--- src/rtl/clz_normalizer.sv ---
// Multi-cycle leading-zero counter and left-normalizer for 32-bit operands.
// One binary-search stage per cycle (widths 16, 8, 4, 2, 1).
module clz_normalizer (
    input  logic        clk,
    input  logic        reset,
    input  logic        start,
    input  logic [31:0] a,
    input  logic        flush,
    output logic        busy,
    output logic        done,
    output logic [5:0]  count,
    output logic [31:0] norm
);

    typedef enum logic [1:0] {
        IDLE = 2'd0,
        RUN  = 2'd1,
        DONE = 2'd2
    } state_t;

    state_t      state_q, state_d;
    logic [2:0]  step_q, step_d;
    logic [31:0] w_q, w_d;
    logic [5:0]  c_q, c_d;
    logic [5:0]  count_q, count_d;
    logic [31:0] norm_q, norm_d;

    logic [5:0]  width;
    logic [31:0] top_mask;
    logic [31:0] w_stage;
    logic [5:0]  c_stage;

    // Stage k tests the top (16 >> k) bits and shifts them out if all zero.
    always_comb begin
        width    = 6'd16 >> step_q;
        top_mask = ~(32'hFFFF_FFFF >> width);
        w_stage  = w_q;
        c_stage  = c_q;
        if ((w_q & top_mask) == 32'd0) begin
            w_stage = w_q << width;
            c_stage = c_q + width;
        end
    end

    always_comb begin
        state_d = state_q;
        step_d  = step_q;
        w_d     = w_q;
        c_d     = c_q;
        count_d = count_q;
        norm_d  = norm_q;
        if (flush) begin
            state_d = IDLE;
            step_d  = 3'd0;
        end else begin
            unique case (state_q)
                IDLE, DONE: begin
                    state_d = IDLE;
                    if (start) begin
                        state_d = RUN;
                        step_d  = 3'd0;
                        w_d     = a;
                        c_d     = 6'd0;
                    end
                end
                RUN: begin
                    w_d = w_stage;
                    c_d = c_stage;
                    if (step_q == 3'd4) begin
                        // A zero operand never gets a 1 into bit 31.
                        count_d = w_stage[31] ? c_stage : 6'd32;
                        norm_d  = w_stage;
                        state_d = DONE;
                        step_d  = 3'd0;
                    end else begin
                        step_d = step_q + 3'd1;
                    end
                end
                default: begin
                    state_d = IDLE;
                    step_d  = 3'd0;
                end
            endcase
        end
    end

    always_ff @(posedge clk) begin
        if (reset) begin
            state_q <= IDLE;
            step_q  <= 3'd0;
            w_q     <= 32'd0;
            c_q     <= 6'd0;
            count_q <= 6'd0;
            norm_q  <= 32'd0;
        end else begin
            state_q <= state_d;
            step_q  <= step_d;
            w_q     <= w_d;
            c_q     <= c_d;
            count_q <= count_d;
            norm_q  <= norm_d;
        end
    end

    assign busy  = (state_q == RUN);
    assign done  = (state_q == DONE);
    assign count = count_q;
    assign norm  = norm_q;

endmodule

--- config.mk ---
export PLATFORM = sky130hd
export DESIGN_NAME = clz_normalizer
export DESIGN_NICKNAME = d
export VERILOG_FILES = /design/src/rtl/clz_normalizer.sv
export SDC_FILE = /design/constraint.sdc
export NUM_CORES = 1
export LEC_CHECK = 0
export ABC_AREA = 0
export CORE_MARGIN = 2
export CORE_UTILIZATION = 46
export CTS_CLUSTER_SIZE = 25
export DETAILED_ROUTE_END_ITERATION = 7
export PLACE_DENSITY = 0.71
export REMOVE_ABC_BUFFERS = 1
export SYNTH_ARGS = -nofsm -noshare
export SYNTH_HDL_FRONTEND = slang
export SYNTH_SLANG_ARGS = --single-unit
--- constraint.sdc ---
create_clock -name clk -period 2.9 [get_ports clk]
set_clock_uncertainty 0.1 [all_clocks]
set_input_delay 0.725 -clock clk [delete_from_list [all_inputs] [get_ports clk]]
set_output_delay 0.725 -clock clk [all_outputs]
set_load 0.02 [all_outputs]
==> qor.csv, run 1 <==
metric;value;unit
status;finished clean;
hold path start;count[1];
Synth Flop Type;dfxtp_1;
critical path's largest stage delay;0.60;ns
synth cell count leaders;nor2_1 (83), dfxtp_1 (81), nand2_1 (66), clkbuf_1 (40), a21oi_1 (34);
final net count;885;
CP Launch Point;step_q[0];
total CTS buffers;9;
grt total ovfl;0;
die width;116;um
most common cell in the netlist;nor2_1;
count of final max-slew check failures;0;
clock-pin slew on the worst setup and hold paths;0.07;ns
CTS H-tree lvls;3;
Register Area;1630;um^2
Fin. Hold Viols;0;
Cell Area, Synth;5720;um^2
critical path capture point type;register;
die height;116;um
Yosys warnings;0;
HP Class;register to register;
TritonCTS clock tree;yes;
Ports;76;
Synth area leader;dfxtp_1;
leakage;2.91;nW
sequential area share after synthesis;28.3;%
WP data arrival;2.99;ns
vias per inst;6.47;
Worst Path Max Fanout;4;
Post-DP Area;7320;um^2
first-pass GRT wire length;36500;um
FFs w/ async S/R, synth;0;%
gp weighted congestion;1.01;
Cell Rows;40;
CP Class;register to register;
DRC violations left;0;
largest net degree at the start of global routing;28;
number of synthesized register bits;81;
Period minus WS final;2.85;ns
layout overhead on the synthesized area;38.2;%
Peak Freq;351;MHz
Routed Antenna Nets;0;
final std cells w/o fill;1013;
worst skew pair latency;0.36;ns
Die ar.;13400;um^2
fin crit share;98.1;%
worst path required time;3.04;ns
Synth Instances;691;
EDFF count, synth;0;
Clock Path Buffers;2;
ranking of synthesized cells by area;dfxtp_1 (28%), mux4_2 (6.7%), mux2i_1 (5.8%), nor2_1 (5.4%), nand2_1 (4.3%);
endpoints failing setup;0;
Setup TNS Final;0;ns
initial antenna violation count;0;
clock root cell;clkbuf_16;
multi-input gate area in the final layout;3940;um^2
layout cells sized above 1;27.1;%
initial core utilization;47.5;%
# clock sinks;81;
Setup crit start kind;register;
crit-path cells;inv_1, ha_1, and2_4, buf_12, buf_12, mux4_1, mux2i_2, o22ai_1, a21o_1, a21o_1, a32o_1;
Unique masters post-synth;72;
Slew headroom;47.8;%
Routed WL;23900;um
vias in the first global route;6230;
drt wl/cell;23.6;um
ant diodes;0;
worst hold slack;0.356;ns
Max IR drop VDD;240;uV
slowest cell on the critical path;mux4_1;
Port-buffer cells;75;
RSZ-0062 raised after global routing;yes;
Avg Inst Size Synth;8.28;um^2
DRT Pass-1 Iters;6;
core area;12100;um^2
DR vias;6554;
Post-DP HPWL;18000;um
total of max-cap violations;0;
post-synth top area share;28.3;%
Starting DRT DRC Count;717;
pwr dens;393;nW/um^2
RR Startpoint;step_q[0];
dpl cells;989;
Worst Max-Slew Pin Slew;0.780;ns
Filler cells;1012;
global router's overall resource usage;36.3;%
Final Cell Area;7910;um^2
critical path: cells and delay by family (launching register included):
family	cells	cell delay [ns]
DFF	1	0.36
AOI/OAI and AO/OA	4	0.75
and+or+nand+nor	1	0.20
adders and majority gates	1	0.17
muxes	2	0.83
buffers and inverters	3	0.31
routing by layer:
layer  share of wire [%]  track usage, %  wire length [um]  vias to the layer above
li1                    -               -                 -                     2936
met1                  42            48.6             10000                     3207
met2                  46            57.4             11000                      352
met3                 8.3            6.17              1990                       59
met4                 3.8            16.9               899                        0
met5                   0               0                 0                        -
logic make-up (layout without fill, tap and decap cells):
logic type | count (synthesis) | after routing | synth area share [%]
AOI/OAI and AO/OA | 226 | 226 | 28.0
and+or+nand+nor | 226 | 226 | 18.1
DFF | 81 | 81 | 28.3
buffers and inverters | 78 | 232 | 6.34
muxes | 63 | 63 | 16.1
adders and majority gates | 11 | 11 | 2.32
xor gates and xnor gates | 6 | 6 | 0.918
state kept, by name, summed over array words and instances (netlist names):
name	flops
norm	32
w_q	32
c_q	6
count	6
step_q	3
state_q	2
power breakdown:
part	switching, mW	internal [mW]
clock	0.517	0.671
combinational	0.384	0.328
sequential	0.0633	1.14
final cells by class:
| class | count | share of cell area (%) |
|---|---|---|
| timing repair buffer | 204 | 22.7 |
| inverter | 12 | 0.569 |
| multi-input combinational | 532 | 49.7 |
| tap | 168 | 2.66 |
| sequential | 81 | 20.6 |
| clock inverter | 6 | 0.854 |
| clock buffer | 10 | 2.89 |
stage by stage:
| stage | setup WS (ns) | utilization [%] | power [mW] |
|---|---|---|---|
| floorplan | -1.27 | - | 1.52 |
| detailed placement | -0.165 | 60.7 | 1.87 |
| global placement | -0.0818 | 60.7 | 1.87 |
| finish | 0.0540 | 65.6 | 3.10 |
| global route | -0.0376 | 65.6 | 3.19 |
| CTS | 0.00165 | 63.4 | 3.04 |
what timing repair did:
item / 4_1_cts / 5_1_grt
setup buffers: 0 / 8
pin swaps: 2 / 11
hold buffers: 0 / 0
resized for setup: 7 / 44
setup endpoints to repair: 29 / 73
final timing paths:
kind / end / slack [ns] / depth (start not counted)
min reg2reg: count[1] / 0.36 / 2
max reg2reg: w_q[16] / 0.05 / 11
max: w_q[16] / 0.05 / 11
min: count[1] / 0.36 / 2
placed cells by master, fill, tap and decap left out, types with 4 or more instances in the layout:
| cell | count |
|---|---|
| nand2_1 | 64 |
| a222oi_1 | 4 |
| mux2i_2 | 5 |
| a21oi_1 | 31 |
| clkbuf_16 | 9 |
| nand2b_1 | 7 |
| nand3_1 | 14 |
| dfxtp_1 | 78 |
| a32oi_1 | 6 |
| buf_12 | 5 |
| buf_4 | 120 |
| o21ai_1 | 4 |
| o32ai_1 | 6 |
| inv_1 | 10 |
| mux2i_1 | 28 |
| mux2_2 | 8 |
| a31oi_1 | 10 |
| o21ai_0 | 29 |
| a211oi_1 | 14 |
| mux4_2 | 18 |
| xnor2_1 | 4 |
| clkdlybuf4s50_1 | 74 |
| a311oi_1 | 7 |
| a22oi_1 | 24 |
| and3_1 | 10 |
| o221a_2 | 8 |
| nor2b_1 | 4 |
| nor3_1 | 17 |
| a21o_1 | 8 |
| o22ai_1 | 28 |
| nor2_1 | 81 |
| ha_1 | 5 |
Power figures use the tool's default switching activity.
==> run 2, diff against run 1 <==
CORE_MARGIN = unset   (was 2)
CTS_CLUSTER_SIZE = 30   (was 25)
PLACE_DENSITY = 0.69   (was 0.71)
clock period = 3 ns   (was 2.9 ns; I/O delays follow)
==> run 2 against run 1 <==
Clock power down 5%. Design area down 3.1%. Total power is 4.5% lower. Die area down 3.4%. Largest cell class unchanged. Routed wire length down 0.12%. Highest routed layer unchanged. Sequential cell count stayed put. Via count fell by 0.15%. Final cell count down 2.0%.
==> qor.csv, run 2 (synthesis gave the netlist of run 1 again) <==
metric;value;unit
status;finished clean;
CP Class;register to register;
hold path start;count[2];
# clock sinks;81;
critical path's largest stage delay;0.40;ns
WP buf/inv;1;
total CTS buffers;9;
Hold Path End;count[2];
DRC violations left;0;
worst path required time;3.15;ns
clock root cell;clkbuf_16;
vias in the first global route;6320;
Post-DP Area;7220;um^2
Routed WL;23900;um
sequential share of power;39.3;%
RR Startpoint;step_q[1];
internal power;2.09;mW
gp weighted congestion;1.01;
ant diodes;0;
hold_buf cts;0;
Crit path max-delay family;compound AO/OA/AOI/OAI gates;
critical path capture point type;register;
WP data arrival;3.05;ns
Routed Antenna Nets;0;
DR vias;6544;
total of max-cap violations;0;
final net count;866;
Setup TNS Final;0;ns
TritonCTS clock tree;yes;
worst skew pair latency;0.36;ns
die height;114;um
Fin. Hold Viols;0;
Switching Power;874;uW
Clock Path Buffers;2;
switching share of power;29.5;%
commonest cells after routing, fill and taps aside;buf_4 (101), nor2_1 (80), dfxtp_1 (79), clkdlybuf4s50_1 (74), nand2_1 (65);
Setup crit start kind;register;
pwr dens;387;nW/um^2
endpoints failing setup;0;
HP Class;register to register;
reg2reg setup slack;0.1;ns
Cell Rows;40;
largest net degree at the start of global routing;30;
reg-to-reg endpoint;count[0];
DRT Pass-1 Iters;7;
Worst Path Max Fanout;8;
vias per inst;6.59;
drt wl/cell;24.0;um
Final Cell Area;7660;um^2
Die ar.;12900;um^2
initial antenna violation count;0;
Post-DP HPWL;18000;um
initial core utilization;47.5;%
Reg2Reg Depth;10;
die width;114;um
Slew headroom;47.1;%
Port-buffer cells;75;
layout overhead on the synthesized area;33.9;%
grt total ovfl;0;
fin crit share;96.7;%
CTS H-tree lvls;3;
Peak Freq;345;MHz
core area;12100;um^2
Max IR drop VDD;436;uV
Period minus WS final;2.90;ns
global router's overall resource usage;37.4;%
Hold Path Depth;2;
crit-path cells;ha_2, ha_2, buf_4, mux2_2, a221o_1, a222oi_1, a221oi_2, nand3_1, nand2_1, a32o_1;
Worst Max-Slew Pin Slew;0.791;ns
layout cells sized above 1;23.3;%
Ports;76;
first-pass GRT wire length;36100;um
commonest non-fill, non-tap cell in the layout;buf_4;
Starting DRT DRC Count;791;
clock-pin slew on the worst setup and hold paths;0.06;ns
combinational power share;22.6;%
CP dominant cell by count;ha_2;
count of final max-slew check failures;0;
slowest cell on the critical path;a222oi_1;
clock share of power;38.1;%
leakage;2.84;nW
==> run 2: cell count changes in the layout (fill, tap and decap cells not counted), sizes merged <==
cell / previous run / this run
clkinvlp: 2 / 0
clkbuf: 10 / 12
buf: 130 / 110
inv: 13 / 12
and2: 2 / 3
==> run 2: power by group through the flow <==
stage | sequential (mW) | clock [mW] | combinational (mW)
finish | 1.16 | 1.13 | 0.672
floorplan | 1.16 | 0 | 0.311
detailed placement | 1.18 | 0 | 0.636
CTS | 1.16 | 1.14 | 0.640
global route | 1.16 | 1.18 | 0.703
global placement | 1.18 | 0 | 0.630
==> run 2: stage by stage <==
step	worst slack, ns	instances	power [mW]	util (%)	hold WS (ns)
6_report	0.0978	993	2.97	63.5	0.348
4_1_cts	0.000657	984	2.94	62.3	0.349
2_1_floorplan	-1.17	625	1.47	-	0.354
3_5_place_dp	-0.00907	969	1.82	59.8	0.340
3_3_place_gp	-0.0401	969	1.81	59.8	0.338
5_1_grt	-0.0195	993	3.05	63.5	0.382
==> run 2: timing repair <==
item                       4_1_cts  5_1_grt
pin swaps                        2        6
buffers inserted                 0        8
setup endpoints to repair        4       66
resized for setup                3       22
cloned                           0        1
==> run 2: layout make-up <==
cell class,instances,area [um^2]
clock buffer,12,256
clock inverter,3,40.0
fill,1048,4400
inverter,12,45.0
multi-input combinational,533,3830
sequential,81,1620
tap,168,210
timing repair buffer,184,1660
==> run 2: worst reg2reg max path, cell delays in order, from the launching register on <==
cell,delay (ns)
dfxtp_1,0.38
ha_2,0.23
ha_2,0.25
buf_4,0.19
mux2_2,0.38
a221o_1,0.30
a222oi_1,0.40
a221oi_2,0.09
nand3_1,0.16
nand2_1,0.07
a32o_1,0.24
==> run 2: how the worst max path moves through the flow <==
stage,start,end,slack [ns],cells after the start
after global placement,step_q[0],count[0],-0.04,12
after detailed placement,step_q[0],w_q[26],-0.009,10
after floorplan,step_q[0],count[3],-1.17,7
after global routing,step_q[1],norm[18],-0.02,11
after CTS,step_q[0],norm[23],0.0007,10
final,step_q[1],count[0],0.1,10
==> run 2: metal layers <==
layer / GRT usage (%) / routed length (um) / up-vias
met5: 0 / 0 / -
met2: 60.2 / 11000 / 433
met1: 47.7 / 9520 / 3126
li1: - / - / 2901
met4: 17.6 / 1000 / 0
met3: 8.34 / 2370 / 84
